--- src/rtl/adder_share_arbiter_if.sv ---
// Request/response bundle between ALU issue logic (master) and the
// shared-adder arbiter (slave).
interface adder_share_arbiter_if #(
   parameter int NREQ = 4,
   parameter int W    = 32,
   parameter int IDW  = $clog2(NREQ)
);
   logic [NREQ-1:0]   req_valid;
   logic [NREQ-1:0]   req_ready;
   logic [NREQ*W-1:0] req_a;
   logic [NREQ*W-1:0] req_b;
   logic [NREQ-1:0]   req_cin;
   logic              rsp_valid;
   logic              rsp_ready;
   logic [IDW-1:0]    rsp_id;
   logic [W-1:0]      rsp_sum;
   logic              rsp_cout;
   logic              rsp_ovf;

   modport master (
      output req_valid, req_a, req_b, req_cin, rsp_ready,
      input  req_ready, rsp_valid, rsp_id, rsp_sum, rsp_cout, rsp_ovf
   );

   modport slave (
      input  req_valid, req_a, req_b, req_cin, rsp_ready,
      output req_ready, rsp_valid, rsp_id, rsp_sum, rsp_cout, rsp_ovf
   );
endinterface

--- src/rtl/adder_share_arbiter.sv ---
// Round-robin sharing of one external W-bit adder among NREQ requesters.
// Define ADDER_ARB_SAT_EN to saturate rsp_sum on signed overflow.
module adder_share_arbiter #(
   parameter int NREQ    = 4,
   parameter int W       = 32,
   parameter int ADD_LAT = 2
) (
   input  logic                 clk,
   input  logic                 rst_n,
   adder_share_arbiter_if.slave ifc,
   output logic [W-1:0]         add_a,
   output logic [W-1:0]         add_b,
   output logic                 add_cin,
   input  logic [W-1:0]         add_sum,
   input  logic                 add_cout,
   output logic                 busy
);
   localparam int IDW    = $clog2(NREQ);
   localparam int LAST_I = NREQ - 1;
   localparam int ONE_I  = 1;
   localparam logic [IDW:0]   NREQ_W  = NREQ[IDW:0];
   localparam logic [IDW-1:0] LAST_ID = LAST_I[IDW-1:0];
   localparam logic [IDW-1:0] ONE_ID  = ONE_I[IDW-1:0];
   localparam logic [3:0]     LAT_W   = ADD_LAT[3:0];

   typedef enum logic [1:0] {IDLE, WAIT, RESP} state_t;
   state_t state_reg, state_next;

   logic [IDW-1:0] ptr_reg, id_reg, winner;
   logic [W-1:0]   a_reg, b_reg, sum_reg, sum_next;
   logic           cin_reg, cout_reg, ovf_reg, valid_reg, ovf_next;
   logic [3:0]     cnt_reg;
   logic           found, accept, capture, release_rsp;
   logic [NREQ-1:0] rot_valid;
   logic [IDW:0]    rot_idx [NREQ];
   logic [W-1:0]    a_arr   [NREQ];
   logic [W-1:0]    b_arr   [NREQ];

   // rot_idx[gi] is the requester examined gi places after the rr pointer
   for (genvar gi = 0; gi < NREQ; gi++) begin : g_req
      localparam int OFF_I = gi;
      localparam logic [IDW:0] OFF = OFF_I[IDW:0];
      logic [IDW:0] raw;
      assign raw           = {1'b0, ptr_reg} + OFF;
      assign rot_idx[gi]   = (raw >= NREQ_W) ? raw - NREQ_W : raw;
      assign rot_valid[gi] = ifc.req_valid[rot_idx[gi][IDW-1:0]];
      assign a_arr[gi]     = ifc.req_a[gi*W +: W];
      assign b_arr[gi]     = ifc.req_b[gi*W +: W];
   end

   always_comb begin
      found  = 1'b0;
      winner = '0;
      for (int k = NREQ - 1; k >= 0; k--) begin
         if (rot_valid[k]) begin
            found  = 1'b1;
            winner = rot_idx[k][IDW-1:0];
         end
      end
   end

   always_comb begin
      state_next    = state_reg;
      accept        = 1'b0;
      capture       = 1'b0;
      release_rsp   = 1'b0;
      ifc.req_ready = '0;
      case (state_reg)
         IDLE: begin
            if (found && rst_n) begin
               ifc.req_ready[winner] = 1'b1;
               accept                = 1'b1;
               state_next            = WAIT;
            end
         end
         WAIT: begin
            if (cnt_reg == 4'd1) begin
               capture    = 1'b1;
               state_next = RESP;
            end
         end
         RESP: begin
            if (ifc.rsp_ready) begin
               release_rsp = 1'b1;
               state_next  = IDLE;
            end
         end
         default: state_next = IDLE;
      endcase
   end

   // Overflow is judged from the latched operands, not the live requester bus
   assign ovf_next = (a_reg[W-1] == b_reg[W-1]) && (add_sum[W-1] != a_reg[W-1]);

`ifdef ADDER_ARB_SAT_EN
   assign sum_next = !ovf_next  ? add_sum :
                     a_reg[W-1] ? {1'b1, {(W-1){1'b0}}} : {1'b0, {(W-1){1'b1}}};
`else
   assign sum_next = add_sum;
`endif

   always_ff @(posedge clk) begin
      if (!rst_n) begin
         state_reg <= IDLE;
      end else begin
         state_reg <= state_next;
      end
   end

   always_ff @(posedge clk) begin
      if (!rst_n) begin
         ptr_reg   <= '0;
         id_reg    <= '0;
         a_reg     <= '0;
         b_reg     <= '0;
         cin_reg   <= 1'b0;
         cnt_reg   <= '0;
         sum_reg   <= '0;
         cout_reg  <= 1'b0;
         ovf_reg   <= 1'b0;
         valid_reg <= 1'b0;
      end else begin
         if (accept) begin
            a_reg   <= a_arr[winner];
            b_reg   <= b_arr[winner];
            cin_reg <= ifc.req_cin[winner];
            id_reg  <= winner;
            cnt_reg <= LAT_W;
         end else if (state_reg == WAIT) begin
            cnt_reg <= cnt_reg - 4'd1;
         end
         if (capture) begin
            sum_reg   <= sum_next;
            cout_reg  <= add_cout;
            ovf_reg   <= ovf_next;
            valid_reg <= 1'b1;
         end
         if (release_rsp) begin
            valid_reg <= 1'b0;
            ptr_reg   <= (id_reg == LAST_ID) ? '0 : id_reg + ONE_ID;
         end
      end
   end

   assign add_a         = a_reg;
   assign add_b         = b_reg;
   assign add_cin       = cin_reg;
   assign ifc.rsp_valid = valid_reg;
   assign ifc.rsp_id    = id_reg;
   assign ifc.rsp_sum   = sum_reg;
   assign ifc.rsp_cout  = cout_reg;
   assign ifc.rsp_ovf   = ovf_reg;
   assign busy          = (state_reg != IDLE);
endmodule

--- src/flat_wrapper.sv ---
// flat-port wrapper written by rule: the top's interface ports become plain ports
module adder_share_arbiter_flat 
#(
   parameter int NREQ    = 4,
   parameter int W       = 32,
   parameter int ADD_LAT = 2
)
  (clk, rst_n, add_a, add_b, add_cin, add_sum, add_cout, busy, ifc_req_valid, ifc_req_a, ifc_req_b, ifc_req_cin, ifc_rsp_ready, ifc_req_ready, ifc_rsp_valid, ifc_rsp_id, ifc_rsp_sum, ifc_rsp_cout, ifc_rsp_ovf);
  adder_share_arbiter_if #(.NREQ(NREQ), .W(W)) ifc_i ();
  input  logic clk;
  input  logic rst_n;
  output logic [W-1:0] add_a;
  output logic [W-1:0] add_b;
  output logic add_cin;
  input  logic [W-1:0] add_sum;
  input  logic add_cout;
  output logic busy;
  input wire logic [$bits(ifc_i.req_valid)-1:0] ifc_req_valid;
  input wire logic [$bits(ifc_i.req_a)-1:0] ifc_req_a;
  input wire logic [$bits(ifc_i.req_b)-1:0] ifc_req_b;
  input wire logic [$bits(ifc_i.req_cin)-1:0] ifc_req_cin;
  input wire logic [$bits(ifc_i.rsp_ready)-1:0] ifc_rsp_ready;
  output wire logic [$bits(ifc_i.req_ready)-1:0] ifc_req_ready;
  output wire logic [$bits(ifc_i.rsp_valid)-1:0] ifc_rsp_valid;
  output wire logic [$bits(ifc_i.rsp_id)-1:0] ifc_rsp_id;
  output wire logic [$bits(ifc_i.rsp_sum)-1:0] ifc_rsp_sum;
  output wire logic [$bits(ifc_i.rsp_cout)-1:0] ifc_rsp_cout;
  output wire logic [$bits(ifc_i.rsp_ovf)-1:0] ifc_rsp_ovf;
  assign ifc_i.req_valid = ifc_req_valid;
  assign ifc_i.req_a = ifc_req_a;
  assign ifc_i.req_b = ifc_req_b;
  assign ifc_i.req_cin = ifc_req_cin;
  assign ifc_i.rsp_ready = ifc_rsp_ready;
  assign ifc_req_ready = ifc_i.req_ready;
  assign ifc_rsp_valid = ifc_i.rsp_valid;
  assign ifc_rsp_id = ifc_i.rsp_id;
  assign ifc_rsp_sum = ifc_i.rsp_sum;
  assign ifc_rsp_cout = ifc_i.rsp_cout;
  assign ifc_rsp_ovf = ifc_i.rsp_ovf;
  adder_share_arbiter #(.NREQ(NREQ), .W(W), .ADD_LAT(ADD_LAT)) u_core (.clk(clk), .rst_n(rst_n), .ifc(ifc_i), .add_a(add_a), .add_b(add_b), .add_cin(add_cin), .add_sum(add_sum), .add_cout(add_cout), .busy(busy));
endmodule
--- config.mk ---
export PLATFORM = sky130hd
export DESIGN_NAME = adder_share_arbiter_flat
export DESIGN_NICKNAME = d
export VERILOG_FILES = /design/src/rtl/adder_share_arbiter_if.sv /design/src/rtl/adder_share_arbiter.sv /design/src/flat_wrapper.sv
export SDC_FILE = /design/constraint.sdc
export NUM_CORES = 1
export LEC_CHECK = 0
export ABC_AREA = 1
export BUFFER_PORTS_ARGS = -buffer_cell sky130_fd_sc_hd__buf_2
export CORE_AREA = 2 2 157 159
export CTS_CLUSTER_DIAMETER = 80
export DETAILED_ROUTE_END_ITERATION = 6
export DIE_AREA = 0 0 159 161
export GPL_ROUTABILITY_DRIVEN = 0
export HOLD_SLACK_MARGIN = 0.06
export PLACE_DENSITY = 0.52
export SETUP_SLACK_MARGIN = 0.2
export SKIP_CTS_REPAIR_TIMING = 1
export SKIP_LAST_GASP = 1
export SLEW_MARGIN = 25
export SYNTH_ARGS = -nofsm -noshare
export SYNTH_HDL_FRONTEND = slang
export SYNTH_SLANG_ARGS = --single-unit
--- constraint.sdc ---
create_clock -name clk -period 4 [get_ports clk]
set_clock_uncertainty 0.2 [all_clocks]
set_input_delay 1.2 -clock clk [delete_from_list [all_inputs] [get_ports clk]]
set_output_delay 1.2 -clock clk [all_outputs]
set_load 0.01 [all_outputs]
==> results.sh, run 1 <==
export IMPL_wirelength_mm=26.2
export IMPL_synth_adder_area_share=0.00593
export IMPL_p_leak_nw=5.06
export IMPL_synth_xor_xnor_area_share=0.00277
export IMPL_clockBufferDepth=2
export IMPL_route_detailed_drc=0
export IMPL_fill_cells=2714
export IMPL_cts_buffers=9
export IMPL_dieHeight_um=161
export IMPL_cts_tree="yes"
export IMPL_critPathMostFrequentCell="buf_2"
export IMPL_clkSinkCount=110
export IMPL_post_route_period_util=0.945
export IMPL_row_count=57
export IMPL_path_clk_slew_ps=80
export IMPL_worstMarginPinSlew_ps=731
export IMPL_fp_coreArea_mm2=0.0240
export IMPL_status="complete, no violations"
export IMPL_die_x_um=159
export IMPL_hold_violations=0
export IMPL_cp_arrival_ps=2380
export IMPL_routedWlPerCell_um=15.1
export IMPL_cp_max_fo=3
export IMPL_areaGrowthSynthToFinish_pct=42.1
export IMPL_worstPathCellList="buf_2 > inv_1 > o21ai_2 > nand2_2 > nand3_2 > buf_4 > nand3_4 > nand2_4 > inv_6 > nor3_4 > buf_2"
export IMPL_h_tree_depth=3
export IMPL_ys_seq_area_frac=0.348
export IMPL_power_density_mw_per_mm2=397
export IMPL_track_usage=0.196
export IMPL_cp_start_kind="input port"
export IMPL_grt_pass1_vias=7669
export IMPL_synth_top_family_by_area="simple AND/OR/NAND/NOR gates"
export IMPL_place_area_mm2=0.00858
export IMPL_die_area_mm2=0.0256
export IMPL_drtIter0Drc=477
export IMPL_synth_compound_area_frac=0.0393
export IMPL_pin_count=407
export IMPL_synth_area_mm2=0.00633
export IMPL_yosys_area_share_simple=0.500
export IMPL_cap_violations=0
export IMPL_end_kind="primary output"
export IMPL_io_buffer_count=406
export IMPL_ys_types=26
export IMPL_start_util=0.264
export IMPL_ys_ff_latch=110
export IMPL_final_max_slew_violation_count=0
export IMPL_clk_latency_ps=360
export IMPL_rsz0062_at_grt="yes"
export IMPL_root_buffer="clkbuf_16"
export IMPL_path_class="in2out"
export IMPL_fmax_mhz=265
export IMPL_grt_max_degree=131
export IMPL_yosysWarningCount=0
export IMPL_via_per_inst=4.61
export IMPL_setup_ws_ps=219
export IMPL_synth_avg_cell_area_um2=6.05
export IMPL_grt_antenna_before_repair=2
export IMPL_cpPeakStageDelay_ps=190
export IMPL_synth_nets=1350
export IMPL_grt_overflow=0
export IMPL_vdd_ir_drop_max_mv=0.195
export IMPL_fin_nets=1705
export IMPL_min_period_ps=3780
export IMPL_stdcell_area_mm2=0.00900
export IMPL_vias=7995
export IMPL_finalPower_mw=3.57
export IMPL_whs_ps=248
export IMPL_grt_pass1_wl_mm=40.6
export IMPL_critPathSlowestCell="o21ai_2"
export IMPL_slew_headroom=0.513
export IMPL_synthMuxAreaShare=0
export IMPL_cp_required_ps=2600
export IMPL_dp_hpwl_mm=18.3
export IMPL_preCtsSetupSlack_ps=-33.4
export IMPL_final_antenna_net_count=0
export IMPL_drive_gt1_frac=0.333
export IMPL_holdCritPathClass="reg2reg"
export IMPL_setup_viol=0
export IMPL_syn_inst=1047
export IMPL_drt_pass1_iterations=5
## kinds of logic (layout without fill, tap and decap cells)
kind of cell / Yosys count / after routing
buffers and inverters: 154 / 514
adder cells (fa/ha/maj): 3 / 3
flip-flops: 110 / 110
AND/OR/NAND/NOR: 730 / 730
XOR/XNOR: 2 / 2
AO/OA/AOI/OAI: 48 / 48
other: 0 / 3
## worst paths after layout
check / cells past startpoint / endpoint / startpoint / slack, ps
setup / recovery: 11 / ifc_req_ready[1] / ifc_req_valid[3] / 220
hold / removal: 2 / u_core.add_cin / u_core.add_cin / 250
setup reg to reg: 13 / u_core.add_a[2] / u_core.ptr_reg[0] / 1190
hold reg to reg: 2 / u_core.add_cin / u_core.add_cin / 250
## final cells by class
cell class,instances,area (um^2),share of cell area
multi-input combinational,783,3570,0.397
timing repair buffer,426,2220,0.247
sequential,110,2200,0.245
tap,324,405,0.0451
inverter,72,275,0.0306
clock buffer,9,225,0.0250
clock inverter,7,91.3,0.0102
antenna,3,7.51,0.000834
## cells in the mapped netlist (all sizes together)
| cell type | instances | area share |
|---|---|---|
| xor2 | 1 | 0.0014 |
| o21ai | 40 | 0.032 |
| clkbuf | 22 | 0.013 |
| nor3 | 2 | 0.0016 |
| a21oi | 5 | 0.0040 |
| dfxtp | 110 | 0.35 |
| o211a | 1 | 0.0016 |
| nor2 | 78 | 0.047 |
| ha | 3 | 0.0059 |
| nand3 | 323 | 0.26 |
| inv | 72 | 0.043 |
| buf | 60 | 0.048 |
| or3 | 1 | 0.00099 |
| o211ai | 1 | 0.0012 |
| xnor2 | 1 | 0.0014 |
| nand2 | 325 | 0.19 |
| a31oi | 1 | 0.00099 |
| nand3b | 1 | 0.0012 |
## cells in the final DEF, fill, tap and decap left out, drive strengths merged
master  synthesis  final
a21oi           5      5
a31oi           1      1
buf            60    426
clkbuf         22      9
clkinv          0      5
dfxtp         110    110
diode           0      3
ha              3      3
inv            72     74
nand2         325    325
nand3         323    323
nand3b          1      1
nor2           78     78
nor3            2      2
o211a           1      1
o211ai          1      1
o21ai          40     40
or3             1      1
xnor2           1      1
xor2            1      1
## power breakdown
part           internal (mW)  total, mW  switching, mW  leakage [nW]
logic                  0.484       1.22          0.735          4.00
clock network          0.453      0.951          0.498         0.152
registers               1.30       1.40          0.105         0.905
## per-stage QoR
stage,setup TNS [ps],utilization,cells
2_1_floorplan,0,-,1047
3_3_place_gp,0,0.358,1712
3_5_place_dp,-33.4,0.358,1712
4_1_cts,-36.5,0.371,1728
5_1_grt,0,0.375,1733
6_report,0,0.375,1734
## worst max-delay path: cells and delay by family
kind / cells / cell delay [ps]
AND/OR/NAND/NOR: 5 / 530
buffers and inverters: 5 / 460
AO/OA/AOI/OAI: 1 / 190
## layer usage
layer  vias to the layer above  wire length, um  GRT usage
li1                       4103                -          -
met1                      3580            11300      0.243
met2                       290            12400      0.333
met3                        22             2100     0.0586
met4                         0              432     0.0550
met5                         -                0          0
Power figures use the tool's default switching activity.
==> run 2: changes to the inputs <==
--- a/config.mk
+++ b/config.mk
@@ -14,6 +14,7 @@
 export GPL_ROUTABILITY_DRIVEN = 0
 export HOLD_SLACK_MARGIN = 0.06
 export PLACE_DENSITY = 0.52
+export REMOVE_ABC_BUFFERS = 1
 export SETUP_SLACK_MARGIN = 0.2
 export SKIP_CTS_REPAIR_TIMING = 1
 export SKIP_LAST_GASP = 1
==> run 2 against run 1 <==
Effect of this change: hold slack improved by 0.86 ps; utilization shrank 0.35 points; design area decreased by 0.93%; critical path type unchanged; via count up 0.20%; critical path depth did not move; clock-buffer cell count stayed put; die area is the same; critical endpoint is now ifc_req_ready[2]; sequential power about the same; fmax up 1.3%; combinational power about the same; routed wire length decreased by 1.3%; register-to-register slack worse by 520 ps.
==> results.sh, run 2 (same netlist as run 1, synthesis figures left out) <==
export IMPL_via_per_inst=4.63
export IMPL_grt_max_degree=131
export IMPL_die_area_mm2=0.0256
export IMPL_post_route_period_util=0.933
export IMPL_fmax_mhz=268
export IMPL_p_leak_nw=5.02
export IMPL_dpl_cell_count=1709
export IMPL_final_instance_count_excl_fill=1730
export IMPL_use_met2=0.328
export IMPL_post_route_util=0.372
export IMPL_wirelength_mm=25.9
export IMPL_power_density_mw_per_mm2=396
export IMPL_min_period_ps=3730
export IMPL_whs_ps=249
export IMPL_end_kind="primary output"
export IMPL_cts_buffers=9
export IMPL_dp_hpwl_mm=18.3
export IMPL_grt_busiest_layer="met2"
export IMPL_grt_use_met1=0.245
export IMPL_dieHeight_um=161
export IMPL_status="complete, no violations"
export IMPL_cts_tree="yes"
export IMPL_multiInputGateArea_mm2=0.00356
export IMPL_cpPeakStageDelay_ps=220
export IMPL_worstMarginPinSlew_ps=873
export IMPL_die_x_um=159
export IMPL_cp_max_fo=3
export IMPL_worstPathCellList="buf_2 > nand2_1 > o21ai_2 > nor2_1 > nor2_2 > nand3_4 > nand2_4 > inv_4 > nand2_2 > nor2_2 > buf_2"
export IMPL_path_clk_slew_ps=80
export IMPL_path_class="in2out"
export IMPL_drive_gt1_frac=0.333
export IMPL_setup_viol=0
export IMPL_holdCritPathClass="reg2reg"
export IMPL_cap_violations=0
export IMPL_vdd_ir_drop_max_mv=0.161
export IMPL_vias=8011
export IMPL_grt_pass1_wl_mm=40.6
export IMPL_fp_coreArea_mm2=0.0240
export IMPL_met3_usage=0.0534
export IMPL_track_usage=0.195
export IMPL_clk_latency_ps=350
export IMPL_cp_start_kind="input port"
export IMPL_final_cell_mix="406 x buf_2, 318 x nand3_1, 317 x nand2_1"
export IMPL_h_tree_depth=3
export IMPL_rsz0062_at_grt="yes"
export IMPL_final_common_cell="buf_2"
export IMPL_cp_required_ps=2600
export IMPL_drtIter0Drc=441
export IMPL_fin_nets=1701
export IMPL_preCtsSetupSlack_ps=-17.0
export IMPL_hold_violations=0
export IMPL_start_util=0.264
export IMPL_slew_headroom=0.418
export IMPL_grt_antenna_before_repair=4
export IMPL_drt_pass1_iterations=6
export IMPL_regArea_mm2=0.00220
export IMPL_path_buf_inv=3
export IMPL_pin_count=407
export IMPL_grt_overflow=0
export IMPL_setup_ws_ps=270
export IMPL_path_delay_family="simple AND/OR/NAND/NOR gates"
export IMPL_io_buffer_count=406
export IMPL_final_max_slew_violation_count=0
export IMPL_route_detailed_drc=0
export IMPL_root_buffer="clkbuf_16"
export IMPL_final_antenna_net_count=0
export IMPL_areaGrowthSynthToFinish_pct=40.8
export IMPL_fill_cells=2711
export IMPL_setup_tns_ps=0
export IMPL_clockBufferDepth=2
export IMPL_clkSinkCount=110
export IMPL_row_count=57
export IMPL_routedWlPerCell_um=15.0
export IMPL_grt_pass1_vias=7750
export IMPL_critPathSlowestCell="nor2_1"
export IMPL_cp_arrival_ps=2330
==> run 2: worst reg2reg max path, stage by stage, from the launching register on <==
cell	delay, ps
dfxtp_2	550
inv_1	180
nand2_1	90
nand2_1	70
inv_1	70
nand2_1	80
nand3_2	120
nand2_2	80
nand2_4	70
buf_4	440
buf_4	740
nand3_1	250
nand3_1	130
nand2_1	60
nand2_1	50
nand2_1	70
==> run 2: area by class of cell <==
type,count,share of cell area
inverters,72,0.0306
repair buffers,422,0.243
clock buffers,9,0.0253
clock inverters,7,0.00870
diodes,3,0.000842
multi-input cells,783,0.399
well taps,324,0.0455
flip-flops and latches,110,0.247
==> run 2: worst paths after layout <==
check | startpoint | depth (start not counted) | slack (ps) | end
min reg2reg | u_core.add_b[24] | 2 | 250 | u_core.add_b[24]
max | ifc_req_valid[2] | 11 | 270 | ifc_req_ready[2]
min | u_core.add_b[24] | 2 | 250 | u_core.add_b[24]
max reg2reg | u_core.ptr_reg[0] | 15 | 670 | u_core.add_b[12]
==> run 2: metrics by stage <==
| step | total power [mW] | area [um^2] |
|---|---|---|
| after floorplan | 2.06 | 5940 |
| after global placement | 2.62 | 8530 |
| after detailed placement | 2.62 | 8530 |
| after CTS | 3.58 | 8830 |
| after global routing | 3.78 | 8910 |
| final | 3.53 | 8910 |
==> run 2: metal layers <==
layer | up-vias | wire (um)
li1 | 4089 | -
met1 | 3595 | 11400
met2 | 300 | 12100
met3 | 27 | 1930
met4 | 0 | 425
met5 | - | 0
==> run 2: power by group <==
part	leakage (nW)	internal, mW	total (mW)	switching, mW
Combinational	3.97	0.473	1.20	0.722
Sequential	0.905	1.30	1.40	0.103
Clock	0.144	0.445	0.931	0.486
==> run 3: changes to the inputs <==
--- a/config.mk
+++ b/config.mk
@@ -7,13 +7,16 @@
 export LEC_CHECK = 0
 export ABC_AREA = 1
 export BUFFER_PORTS_ARGS = -buffer_cell sky130_fd_sc_hd__buf_2
-export CORE_AREA = 2 2 157 159
+export CELL_PAD_IN_SITES_DETAIL_PLACEMENT = 1
+export CELL_PAD_IN_SITES_GLOBAL_PLACEMENT = 2
+export CORE_MARGIN = 2
+export CORE_UTILIZATION = 20
 export CTS_CLUSTER_DIAMETER = 80
 export DETAILED_ROUTE_END_ITERATION = 6
-export DIE_AREA = 0 0 159 161
 export GPL_ROUTABILITY_DRIVEN = 0
 export HOLD_SLACK_MARGIN = 0.06
-export PLACE_DENSITY = 0.52
+export MAX_ROUTING_LAYER = met4
+export PLACE_DENSITY = 0.79
 export REMOVE_ABC_BUFFERS = 1
 export SETUP_SLACK_MARGIN = 0.2
 export SKIP_CTS_REPAIR_TIMING = 1
==> run 3 against run 2 <==
Effect of this change: sequential share of layout area decreased by 0.54 points; hold slack about the same; largest power group unchanged; first-iteration DRC count decreased by 35%; design area increased by 2.2%; routed wire length increased by 13%; non-clock buffer count increased by 4; via count increased by 2.4%; total power increased by 2.6%.
==> results.sh, run 3 (same netlist as run 1, synthesis figures left out) <==
export IMPL_regArea_mm2=0.00220
export IMPL_critPathSlowestCell="o21ai_2"
export IMPL_cp_required_ps=2600
export IMPL_vias=8207
export IMPL_path_class="in2out"
export IMPL_multiInputGateArea_mm2=0.00358
export IMPL_fill_cells=4157
export IMPL_post_route_period_util=0.933
export IMPL_holdCritPathClass="reg2reg"
export IMPL_clk_latency_ps=360
export IMPL_row_count=65
export IMPL_cts_buffers=9
export IMPL_wirelength_mm=29.4
export IMPL_drive_gt1_frac=0.338
export IMPL_clockBufferDepth=2
export IMPL_io_buffer_count=406
export IMPL_pin_count=407
export IMPL_die_area_mm2=0.0331
export IMPL_slew_headroom=0.416
export IMPL_grt_max_degree=131
export IMPL_critPathMostFrequentCell="buf_2"
export IMPL_dieHeight_um=182
export IMPL_cap_violations=0
export IMPL_grt_overflow=0
export IMPL_cts_tree="yes"
export IMPL_fmax_mhz=268
export IMPL_fin_nets=1705
export IMPL_start_util=0.202
export IMPL_grt_antenna_before_repair=6
export IMPL_power_density_mw_per_mm2=397
export IMPL_status="complete, no violations"
export IMPL_worstMarginPinSlew_ps=876
export IMPL_drtIter0Drc=288
export IMPL_final_max_slew_violation_count=0
export IMPL_grt_pass1_wl_mm=45.1
export IMPL_die_x_um=182
export IMPL_track_usage=0.176
export IMPL_final_cell_mix="405 x buf_2, 317 x nand3_1, 314 x nand2_1"
export IMPL_final_common_cell="buf_2"
export IMPL_dp_hpwl_mm=20.6
export IMPL_rsz0062_at_grt="no"
export IMPL_clkSinkCount=110
export IMPL_fp_coreArea_mm2=0.0314
export IMPL_cp_max_fo=3
export IMPL_routedWlPerCell_um=16.2
export IMPL_path_clk_slew_ps=80
export IMPL_cp_arrival_ps=2330
export IMPL_setup_tns_ps=0
export IMPL_root_buffer="clkbuf_16"
export IMPL_end_kind="primary output"
export IMPL_min_period_ps=3730
export IMPL_route_detailed_drc=0
export IMPL_final_antenna_net_count=0
export IMPL_worstPathCellList="buf_2 > inv_2 > o21ai_2 > nor2_1 > nor2_2 > nand3_4 > nand2_4 > inv_4 > nor3_2 > buf_2"
export IMPL_areaGrowthSynthToFinish_pct=44.0
export IMPL_grt_pass1_vias=8186
export IMPL_cp_start_kind="input port"
export IMPL_place_area_mm2=0.00863
export IMPL_hold_violations=0
export IMPL_via_per_inst=4.52
export IMPL_drt_pass1_iterations=4
export IMPL_p_leak_nw=5.06
export IMPL_stdcell_area_mm2=0.00911
export IMPL_path_buf_inv=4
export IMPL_path_delay_family="simple AND/OR/NAND/NOR gates"
export IMPL_vdd_ir_drop_max_mv=0.219
export IMPL_h_tree_depth=3
export IMPL_cpPeakStageDelay_ps=200
export IMPL_setup_viol=0
==> run 3: final cells by class <==
cell class                 count  share of cell area
clock inverter                 7             0.00906
multi-input combinational    783               0.393
antenna                        6             0.00165
inverter                      72              0.0299
sequential                   110               0.242
timing repair buffer         426               0.244
tap                          402              0.0552
clock buffer                   9              0.0247
==> run 3: routing by layer <==
layer,vias to the layer above,track usage,part of all wire
met4,0,0.0348,0.016
li1,4097,-,-
met3,26,0.0513,0.072
met2,280,0.292,0.47
met1,3804,0.213,0.44
met5,-,-,0
==> run 3: stage by stage <==
| step | utilization | power (mW) | instances | worst slack, ps | hold slack [ps] |
|---|---|---|---|---|---|
| after floorplan | - | 2.06 | 965 | -2660 | 258 |
| after detailed placement | 0.275 | 2.67 | 1785 | 10.4 | 235 |
| after global placement | 0.275 | 2.65 | 1785 | 62.8 | 231 |
| after global routing | 0.290 | 3.90 | 1815 | 176 | 274 |
| final | 0.290 | 3.62 | 1815 | 268 | 249 |
| after CTS | 0.285 | 3.69 | 1801 | 14.0 | 253 |
==> run 3: power by group <==
group | total, mW | switching [mW] | internal [mW]
Clock | 0.967 | 0.516 | 0.452
Sequential | 1.40 | 0.104 | 1.30
Combinational | 1.25 | 0.763 | 0.487
==> run 3: worst paths after layout <==
check,startpoint,to,slack [ps],cells past startpoint
worst min register to register,u_core.add_a[5],u_core.add_a[5],250,2
worst min-delay path,u_core.add_a[5],u_core.add_a[5],250,2
worst max-delay path,ifc_req_valid[3],ifc_req_ready[1],270,10
worst max register to register,u_core.ptr_reg[0],u_core.add_a[7],1150,13
==> run 3: worst reg2reg max path, cell delays in order (launching register included) <==
cell	delay (ps)
dfxtp_2	550
inv_1	190
nand2_1	90
nand2_1	80
inv_1	90
nand2_2	80
nand3_2	90
buf_4	100
nand3_1	80
nand2_2	110
buf_4	680
nand3_1	230
nand3_1	130
nand2_1	60
